[config.mk]
export PLATFORM = sky130hd
export DESIGN_NAME = token_table_loader
export DESIGN_NICKNAME = d
export VERILOG_FILES = /design/src/rtl/token_table_loader.sv
export SDC_FILE = /design/constraint.sdc
export NUM_CORES = 1
export LEC_CHECK = 0
export ABC_AREA = 1
export BUFFER_PORTS_ARGS = -buffer_cell sky130_fd_sc_hd__buf_2
export CAP_MARGIN = 15
export CORE_MARGIN = 2
export CORE_UTILIZATION = 36
export DETAILED_ROUTE_END_ITERATION = 7
export MAX_ROUTING_LAYER = met4
export PLACE_DENSITY_LB_ADDON = 0.3
export SYNTH_ARGS = -nofsm -noshare
export SYNTH_HDL_FRONTEND = slang
export SYNTH_SLANG_ARGS = --single-unit
[constraint.sdc]
create_clock -name clk -period 1.85 [get_ports clk]
set_input_delay 0.185 -clock clk [delete_from_list [all_inputs] [get_ports clk]]
set_output_delay 0.185 -clock clk [all_outputs]
set_load 0.01 [all_outputs]
[src/rtl/token_table_loader.sv]
// Boot/reload sequencer for the decompressor token table; table writes issue 1 cycle after each accepted word.
// wr_ready is high only while loading; lookups are granted only once the full table has been written.
module token_table_loader #(
    parameter int WIDTH = 32,
    parameter int SIZE  = 102,
    parameter int PCADD = 4,
    parameter int BASE  = 0
) (
    input  logic             clk,
    input  logic             reset,
    input  logic             load_start,
    input  logic             load_abort,
    input  logic             wr_valid,
    input  logic [WIDTH-1:0] wr_data,
    output logic             wr_ready,
    output logic             tbl_wme,
    output logic [WIDTH-1:0] tbl_addr,
    output logic [WIDTH-1:0] tbl_wdata,
    input  logic             dec_req,
    output logic             dec_grant,
    output logic             busy,
    output logic             done
);

    localparam int CW = $clog2(SIZE);
    localparam logic [CW-1:0] LAST = CW'(SIZE - 1);

    typedef enum logic [1:0] {IDLE, LOAD, COMMIT, READY} state_t;

    state_t          state, state_nxt;
    logic [CW-1:0]   count, count_nxt;
    logic            wr_en;
    logic [WIDTH-1:0] addr_calc;

    assign addr_calc = WIDTH'(BASE) + WIDTH'(count) * WIDTH'(PCADD);

    always_ff @(posedge clk) begin
        if (reset) begin
            state     <= IDLE;
            count     <= '0;
            tbl_wme   <= 1'b0;
            tbl_addr  <= '0;
            tbl_wdata <= '0;
        end else begin
            state   <= state_nxt;
            count   <= count_nxt;
            tbl_wme <= wr_en;
            if (wr_en) begin
                tbl_addr  <= addr_calc;
                tbl_wdata <= wr_data;
            end
        end
    end

    always_comb begin
        state_nxt = state;
        count_nxt = count;
        wr_ready  = 1'b0;
        wr_en     = 1'b0;
        busy      = 1'b0;
        done      = 1'b0;
        dec_grant = 1'b0;
        case (state)
            IDLE: begin
                if (load_start) begin
                    state_nxt = LOAD;
                    count_nxt = '0;
                end
            end
            LOAD: begin
                wr_ready = 1'b1;
                busy     = 1'b1;
                // An abort drops the word accepted in the same cycle rather than writing it.
                if (load_abort) begin
                    state_nxt = IDLE;
                    count_nxt = '0;
                end else if (wr_valid) begin
                    wr_en = 1'b1;
                    if (count == LAST) begin
                        state_nxt = COMMIT;
                        count_nxt = '0;
                    end else begin
                        count_nxt = count + 1'b1;
                    end
                end
            end
            COMMIT: begin
                busy      = 1'b1;
                state_nxt = READY;
            end
            READY: begin
                done      = 1'b1;
                dec_grant = dec_req;
                if (load_start) begin
                    state_nxt = LOAD;
                    count_nxt = '0;
                end
            end
            default: begin
                state_nxt = IDLE;
                count_nxt = '0;
            end
        endcase
    end

endmodule

[Word-level counts from Yosys, hierarchy flattened]
Index checks and enable logic that the tools add are counted.
Operators by class
  muxes and demuxes: 17
  reductions and logical operators: 6
  equal/unequal tests: 7
  $add $sub $neg: 1
Operators by type and width (number)
  7-bit two-way mux: 4
  7-bit case mux with 2 select lines: 1
  2-bit two-way mux: 4
  7-bit by 1-bit adder with 7-bit output (second input constant): 1
  7-bit == test (second input constant): 1
  1-bit two-way mux: 7
  3-bit inequality test (second input constant): 2
  2-bit case mux with 3 select lines: 1
  3-bit AND reduction: 2
  2-bit == test (second input constant): 2
  2-bit OR reduction: 2
  2-bit by 1-bit == test with 1-bit output (second input constant): 1
  2-bit logical NOT: 1
  2-bit by 1-bit inequality test with 1-bit output (second input constant): 1
  2-bit nonzero test: 1
Storage, ports and cells
  register bits after elaboration: 49
  bits of input ports: 38
  logic and storage cells: 36
  output and inout port bits: 69

[Longest topological paths before layout]
Gate-level depths: netlist of the first run.
  depth after elaboration: 5
  gate-level depth with buffers: 10
  gate-level depth less buffers: 10

[Worst setup path before layout of the first run]
No wires, ideal clock.
  path kind: reg2reg
  from: register state[0]
  to: register count[1]
  period minus slack after synthesis: 1392 ps
  buffers on the path: 0
  cell stages (with the launch flop): 7
  data required time: 1780 ps
  setup slack: 458 ps
  data arrival time: 1322 ps
  library setup time: 70 ps
  cell sequence: dfxtp_1 > inv_1 > ha_1 > nand2_1 > nand3_4 > or2_0 > a21oi_1
On the way
  word-level cells in the longest chain between the ends: 4
  elaborated cells between the ends (all ways): 9
  those cells by class: 4 x eq/ne; 1 x mux; 4 x reduce/logical
Ends and longest elaborated chain
  from (decl): line 30  | state_t state, state_nxt;
  from (signal assigned): line 45  | state <= state_nxt;
  2-bit == test or 2-bit logical NOT (tied branches): line 63  | case (state)
  2-bit OR reduction (no line)
  2-bit by 1-bit inequality test with 1-bit output (no line) or 2-bit nonzero test (tied branches)
  3-bit AND reduction (no line)
  to (signal assigned): line 46  | count <= count_nxt;
  to (decl): line 31  | logic [CW-1:0] count, count_nxt;
Parallel ways exist; a longest one is shown, timed or not.
A chain may end at the register's enable or synchronous reset.

[Worst setup path after layout of the first run]
Same ends and word-level chain as after synthesis.

==> results.json, run 1 <==
{
  "cp_slowest_cell": "dfxtp_1",
  "synth.distinct_cells": 20,
  "diodes": 0,
  "power.leakage_nw": 1.279,
  "yosys_register_bits": 49,
  "critPathMaxStageDelay_ps": 380,
  "port_buffers": 81,
  "synth_flop_cell": "dfxtp_1",
  "area_growth_pct": 21.11,
  "path_buf_inv": 3,
  "via_count": 1890,
  "cts_buffer_depth": 2,
  "cp_max_fo": 10,
  "worstSetupEndpointType": "flip-flop",
  "place.gp.congestion": 0.8703,
  "first_pass_iters": 5,
  "required_ps": 2070,
  "fin_util": 0.4500,
  "cpMostUsedCell": "inv_2",
  "start_util": 0.3716,
  "setup_tns_ps": 0,
  "final_antenna_net_count": 0,
  "die_area_mm2": 0.006715,
  "path_class": "flip-flop to flip-flop",
  "worstHoldStart": "reset",
  "die_w_um": 81.95,
  "status": "finished clean",
  "grt_pass1_vias": 1627,
  "htreeDepth": 2,
  "grt_max_degree": 80,
  "hold_viol": 0,
  "clk_pin_slew_ps": 80,
  "clk_latency_ps": 290,
  "yosysWarnings": 0,
  "core_mm2": 0.005886,
  "final_layout_size_suffix_gt1_frac": 0.2568,
  "synth_area_leaders": "dfxtp_1 45%, a21oi_1 11%, inv_1 10%",
  "max_freq_mhz": 629.6,
  "synth_top_area_frac": 0.4485,
  "crit_family": "simple AND/OR/NAND/NOR gates",
  "critPathLaunchType": "flip-flop",
  "post_cts_buffers": 0,
  "stdcell_count": 441,
  "die_h_um": 81.95,
  "antenna_found_initial": 0,
  "cts_buffers": 5,
  "maxSlewViolCount": 0,
  "yosysTopAreaCell": "dfxtp_1",
  "dp_cells": 435,
  "std_cell_rows": 28,
  "totalWireLength_um": 4425,
  "viasPerCell": 4.286,
  "holdCritPathClass": "input pin to flip-flop",
  "grt_pass1_wl_um": 7038,
  "vdd_ir_drop_max_mv": 0.3112,
  "p_per_area_mw_per_mm2": 811.2,
  "drv_cap": 0,
  "wl_per_cell_um": 10.03,
  "tritoncts": "built",
  "setup_viol": 0,
  "synth-edff-count": 0,
  "drt_iter0_drc": 46,
  "syn_area_per_cell_um2": 7.542,
  "period_needed_ps": 1588,
  "cts_sinks": 49,
  "route.detailed.drc": 0,
  "arrival_ps": 1810,
  "ctsHoldBuffers": 0,
  "yosysSeqAreaShare": 0.4485,
  "syn_inst": 290,
  "cts-root-buf": "clkbuf_8",
  "crit_chain": "inv_1 -> ha_1 -> nor2_1 -> inv_2 -> nand3_4 -> inv_2 -> nand2_1 -> nand2_2 -> a21oi_1",
  "overflow": 0,
  "nets": 410,
  "dp_hpwl_um": 3221,
  "syn_area_mm2": 0.002187,
  "r2r_start": "state[0]",
  "cp-startpoint": "state[0]",
  "post-route-period-util": 0.8586,
  "synth_common_cells": "60 x inv_1, 49 x dfxtp_1, 48 x a21oi_1",
  "synthArstFlopShare": 0,
  "post_cts_resized": 0,
  "skew_ps": 5.699,
  "rsz0062_at_grt": "false",
  "grt_usage": 0.1371,
  "yosysMostFrequentCell": "inv_1",
  "io-pin-count": 107
}
per-stage QoR:
stage / total power, mW / hold WS (ps) / setup slack, ps / cell area, µm²
after floorplan: 1.488 / 254.1 / 457.8 / 2277
after global placement: 1.593 / 427.2 / 375.9 / 2575
after detailed placement: 1.605 / 431.9 / 276.2 / 2575
after CTS: 2.191 / 118.2 / 248.5 / 2649
after global routing: 2.301 / 128.5 / 111.8 / 2649
final: 2.149 / 127.3 / 261.6 / 2649
state kept, by name (all words and copies together), names as in the netlist:
signal / count
tbl_wme: 1
count: 7
tbl_addr: 7
state: 2
tbl_wdata: 32
kinds of logic after synthesis:
kind of cell    synth area share
buf+inv                   0.2168
other cells             0.001715
flops                     0.4485
compound gates            0.2082
fa+ha+maj                0.02860
simple gates             0.09611
cell type report:
| cell class | instances | area [µm²] |
|---|---|---|
| Timing Repair Buffer | 83 | 445.4 |
| Tap cell | 75 | 93.84 |
| Multi-Input combinational cell | 166 | 822.0 |
| Fill cell | 647 | 3237 |
| Sequential cell | 49 | 980.9 |
| Clock buffer | 5 | 68.82 |
| Clock inverter | 1 | 5.005 |
| Inverter | 62 | 232.7 |
path summary, 6_finish.rpt:
path	cells after the start	endpoint	slack (ps)
worst max-delay path	9	count[1]	260
worst min-delay path	2	state[0]	130
worst max register to register	9	count[1]	260
worst min register to register	2	tbl_wdata[17]	440
worst reg2reg max path: stages (launching register included):
cell	delay [ps]
dfxtp_1	380
inv_1	60
ha_1	320
nor2_1	180
inv_2	60
nand3_4	130
inv_2	50
nand2_1	70
nand2_2	100
a21oi_1	150
cells in the final DEF (no fill, tap or decap), drive strengths merged:
cell and instances:
nand4 2, nand3 9, ha 5, dfxtp 49
o21ai 43, inv 62, clkbuf 5, clkinv 1
a21oi 48, nand2 24, or2 2, conb 25
nor2 8, buf 83
metal layers:
metal | GRT usage | wire, µm
met5 | - | 0
met1 | 0.1476 | 1899
met4 | 0.04000 | 55
met3 | 0.03626 | 322
met2 | 0.2463 | 2148
power breakdown:
group	leakage [nW]	internal, mW	switching, mW	total, mW
clock network	0.0399	0.249	0.324	0.574
logic	0.841	0.160	0.255	0.415
registers	0.398	1.12	0.0381	1.16
total	1.28	1.53	0.618	2.15
No activity file was read; power rests on OpenSTA's default activity.
==> run 2, diff against run 1 <==
--- a/config.mk
+++ b/config.mk
@@ -6,7 +6,7 @@
 export NUM_CORES = 1
 export LEC_CHECK = 0
 export ABC_AREA = 1
-export BUFFER_PORTS_ARGS = -buffer_cell sky130_fd_sc_hd__buf_2
+export BUFFER_PORTS_ARGS = -buffer_cell sky130_fd_sc_hd__buf_4
 export CAP_MARGIN = 15
 export CORE_MARGIN = 2
 export CORE_UTILIZATION = 36
==> results.json, run 2 (synthesis results as in run 1) <==
{
  "max_freq_mhz": 634.8,
  "htreeDepth": 2,
  "post_cts_buffers": 0,
  "r2r_end": "count[5]",
  "cp_max_fo": 10,
  "core_mm2": 0.005886,
  "seqPwrFrac": 0.479,
  "p_per_area_mw_per_mm2": 833.6,
  "port_buffers": 81,
  "crit_chain": "inv_1 -> ha_1 -> nand2_1 -> nand3_4 -> nor2_1 -> nand3_1 -> a21oi_1",
  "final_layout_size_suffix_gt1_frac": 0.2642,
  "drv_cap": 0,
  "nets": 413,
  "antenna_found_initial": 0,
  "vdd_ir_drop_max_mv": 0.3562,
  "viasPerCell": 4.354,
  "critPathMaxStageDelay_ps": 390,
  "route.detailed.drc": 0,
  "total_power_mw": 2.431,
  "start_util": 0.3716,
  "cp_slowest_cell": "dfxtp_1",
  "diodes": 0,
  "grt_usage": 0.1382,
  "wl_per_cell_um": 10.35,
  "fillerInstances": 601,
  "post-route-cell-area_mm2": 0.002917,
  "multi_input_area_um2": 822.0,
  "arrival_ps": 1810,
  "area_growth_pct": 33.35,
  "critPathLaunchType": "flip-flop",
  "clk_pin_slew_ps": 90,
  "r2r_start": "state[0]",
  "cts_sinks": 49,
  "min_to": "tbl_wme",
  "setup_tns_ps": 0,
  "path_class": "flip-flop to flip-flop",
  "post-route-period-util": 0.8515,
  "power.leakage_nw": 1.345,
  "overflow": 0,
  "final_common_cell": "buf_4",
  "via_count": 1942,
  "final_antenna_net_count": 0,
  "reg2regPathDepth": 7,
  "hold_viol": 0,
  "skew_ps": 4.742,
  "grt_pass1_wl_um": 7093,
  "cts_buffers": 5,
  "r2r_slack_ps": 270,
  "grt_pass1_vias": 1664,
  "holdCritPathClass": "input pin to flip-flop",
  "cts-root-buf": "clkbuf_8",
  "rsz0062_at_grt": "false",
  "switching_power_uw": 645.7,
  "seq_area_um2": 980.9,
  "period_needed_ps": 1575,
  "std_cell_rows": 28,
  "maxSlewViolCount": 0,
  "grt_max_degree": 34,
  "cts_buffer_depth": 2,
  "die_area_mm2": 0.006715,
  "totalWireLength_um": 4616,
  "top_regs": "tbl_wdata x32, count x7, tbl_addr x7",
  "place.gp.congestion": 0.8860,
  "clk_latency_ps": 300,
  "hold_slack_ps": 82.07,
  "dp_worst_setup_slack_ps": 275.3,
  "required_ps": 2080,
  "largest_reg_flops": 32,
  "setup_viol": 0,
  "top_register": "tbl_wdata",
  "swShare": 0.2656,
  "power.internal_mw": 1.785,
  "die_w_um": 81.95,
  "clockPowerShare": 0.323,
  "place_area_mm2": 0.002800,
  "worstHoldPathCells": 2,
  "tritoncts": "built",
  "worstSetupEndpointType": "flip-flop",
  "status": "finished clean",
  "drt_iter0_drc": 60,
  "dp_hpwl_um": 3462,
  "io-pin-count": 107,
  "ctsHoldBuffers": 0,
  "worstHoldStart": "reset",
  "first_pass_iters": 4,
  "die_h_um": 81.95,
  "comb_power_share": 0.198,
  "post_cts_resized": 0,
  "final_cell_mix": "84 x buf_4, 60 x inv_1, 49 x dfxtp_1",
  "setup_ws_ps": 274.8
}
## run 2: changes by cell type in the layout (fill, tap and decap cells not counted), sizes merged
cell and change:
clkinv -1, bufinv +1, buf +3, clkbuf +2
## run 2: power by group through the flow
| stage | clock network [mW] | registers (mW) | logic [mW] |
|---|---|---|---|
| after floorplan | 0 | 1.21 | 0.278 |
| after global placement | 0 | 1.19 | 0.476 |
| after detailed placement | 0 | 1.19 | 0.484 |
| after CTS | 0.814 | 1.17 | 0.487 |
| after global routing | 0.860 | 1.17 | 0.543 |
| final | 0.785 | 1.16 | 0.481 |
## run 2: per-stage QoR
step / utilization / std cells
floorplan: - / 314
global placement: 0.4758 / 438
detailed placement: 0.4758 / 438
CTS: 0.4955 / 446
global route: 0.4955 / 446
finish: 0.4955 / 446
## run 2: routing by layer
layer	vias to the layer above	track usage	part of all wire
met4	0	0.04833	0.012
met2	53	0.2317	0.49
met3	4	0.04505	0.075
met1	868	0.1541	0.42
met5	-	-	0
li1	1017	-	-
## run 2: worst max-delay path by stage
stage | start | endpoint | slack [ps] | cells past startpoint
after floorplan | state[0] | count[1] | 460 | 6
after global placement | state[0] | count[2] | 350 | 8
after detailed placement | state[0] | count[5] | 280 | 7
after CTS | state[0] | count[5] | 260 | 7
after global routing | state[1] | count[6] | 90 | 10
final | state[0] | count[5] | 270 | 7
## run 2: worst max-delay path: cells and delay by family (launching register included)
family,cells,cell delay [ps]
AOI/OAI and AO/OA,1,140
adders and majority gates,1,320
buffers and inverters,1,60
DFF,1,390
and+or+nand+nor,4,590
## run 2: cell type report
type | count | area share
Tap cell | 75 | 0.03218
Multi-Input combinational cell | 166 | 0.2819
Inverter | 62 | 0.07979
Timing Repair Buffer | 86 | 0.2299
Clock buffer | 7 | 0.02960
Clock inverter | 1 | 0.01030
Sequential cell | 49 | 0.3363
==> run 3, diff against run 2 <==
==> constraint.sdc (replaced) <==
create_clock -name clk -period 1.7 [get_ports clk]
set_input_delay 0.17 -clock clk [delete_from_list [all_inputs] [get_ports clk]]
set_output_delay 0.17 -clock clk [all_outputs]
set_load 0.01 [all_outputs]
==> results.json, run 3 (synthesis results as in run 1) <==
{
  "fin_util": 0.4864,
  "tritoncts": "built",
  "vdd_ir_drop_max_mv": 0.3331,
  "drt_iter0_drc": 49,
  "arrival_ps": 1790,
  "crit_chain": "inv_1 -> ha_1 -> nor2_2 -> inv_2 -> nand3_4 -> inv_2 -> nand2_1 -> nand2_2 -> a21oi_1",
  "wl_per_cell_um": 10.10,
  "power.leakage_nw": 1.309,
  "dp_worst_setup_slack_ps": 123.9,
  "p_per_area_mw_per_mm2": 849.6,
  "nets": 411,
  "std_cell_rows": 28,
  "post-route-period-util": 0.9245,
  "top_register": "tbl_wdata",
  "diodes": 0,
  "crit_family": "simple AND/OR/NAND/NOR gates",
  "totalWireLength_um": 4483,
  "worstHoldPathCells": 2,
  "use_met3": 0.03736,
  "cts_buffer_depth": 2,
  "holdCritPathClass": "input pin to flip-flop",
  "setup_ws_ps": 128.3,
  "core_mm2": 0.005886,
  "grt_pass1_vias": 1627,
  "final_layout_size_suffix_gt1_frac": 0.2656,
  "viasPerCell": 4.347,
  "cp_slowest_cell": "dfxtp_2",
  "total_power_mw": 2.432,
  "die_h_um": 81.95,
  "max_freq_mhz": 636.2,
  "route.detailed.drc": 0,
  "status": "finished clean",
  "cp_max_fo": 10,
  "skew_ps": 6.569,
  "post_cts_buffers": 0,
  "cpMostUsedCell": "inv_2",
  "final_common_cell": "buf_4",
  "clk_pin_slew_ps": 80,
  "largest_reg_flops": 32,
  "via_count": 1930,
  "maxSlewViolCount": 0,
  "setup_tns_ps": 0,
  "cts-root-buf": "clkbuf_8",
  "r2r_end": "count[0]",
  "r2r_start": "state[0]",
  "grt_pass1_wl_um": 6886,
  "grt_max_degree": 80,
  "required_ps": 1920,
  "critPathMaxStageDelay_ps": 360,
  "met1_usage": 0.1430,
  "critPathLaunchType": "flip-flop",
  "grt_busiest_layer": "met2",
  "antenna_found_initial": 0,
  "path_buf_inv": 3,
  "top_regs": "tbl_wdata x32, count x7, tbl_addr x7",
  "final_antenna_net_count": 0,
  "r2r_slack_ps": 130,
  "grt_usage": 0.1333,
  "setup_viol": 0,
  "reg2regPathDepth": 9,
  "die_area_mm2": 0.006715,
  "rsz0062_at_grt": "false",
  "clk_latency_ps": 300,
  "fillerInstances": 620,
  "place.gp.congestion": 0.8621,
  "area_growth_pct": 30.89,
  "start_util": 0.3716,
  "cts_buffers": 5,
  "cts_sinks": 49,
  "final_cell_mix": "83 x buf_4, 60 x inv_1, 48 x a21oi_1, 48 x dfxtp_1, 43 x o21ai_0",
  "period_needed_ps": 1572,
  "io-pin-count": 107,
  "dp_hpwl_um": 3295,
  "die_w_um": 81.95,
  "hold_viol": 0,
  "port_buffers": 81,
  "first_pass_iters": 4,
  "worstSetupEndpointType": "flip-flop",
  "ctsHoldBuffers": 0,
  "grt_use_met2": 0.2358,
  "drv_cap": 0,
  "path_class": "flip-flop to flip-flop",
  "min_to": "state[0]",
  "worstHoldStart": "reset",
  "htreeDepth": 2,
  "overflow": 0
}
run 3: cell count changes in the layout (fill, tap and decap cells not counted), sizes merged:
cell	delta
buf	-2
bufinv	-1
clkinvlp	+1
run 3: report_power, final:
group	internal, mW	leakage, nW	switching [mW]
clock	0.291	0.0385	0.355
combinational	0.235	0.872	0.285
sequential	1.22	0.398	0.0444
total	1.75	1.31	0.684
run 3: what timing repair did:
item | CTS | global route
endpoints found under the setup margin | 0 | 5
resized for setup | 0 | 3
endpoints found under the hold margin | 0 | 0
run 3: how the worst max path moves through the flow:
stage / from / endpoint / cells past startpoint
after floorplan: state[0] / count[1] / 6
after global placement: state[0] / count[3] / 9
after detailed placement: state[0] / count[5] / 9
after CTS: state[0] / count[0] / 9
after global routing: state[0] / count[0] / 9
final: state[0] / count[0] / 9
run 3: routing by layer:
metal	vias up	wire length, µm	share of wire
met5	-	0	0
met4	0	56	0.012
met3	6	384	0.086
met2	58	2150	0.48
met1	853	1892	0.42
li1	1013	-	-
run 3: final cells by class:
class	instances	area, µm²	share of cell area
well taps	75	93.84	0.03278
repair buffers	84	643.1	0.2247
clock inverters	1	7.507	0.002622
flip-flops and latches	49	982.2	0.3431
multi-input cells	166	827.0	0.2889
inverters	62	232.7	0.08129
clock buffers	7	76.32	0.02666
run 3: stage by stage:
| stage | hold slack [ps] | cell area (µm²) | instances |
|---|---|---|---|
| floorplan | 239.1 | 2277 | 314 |
| global placement | 381.8 | 2773 | 436 |
| detailed placement | 390.6 | 2773 | 436 |
| CTS | 63.32 | 2856 | 444 |
| global route | 64.13 | 2863 | 444 |
| finish | 70.95 | 2863 | 444 |
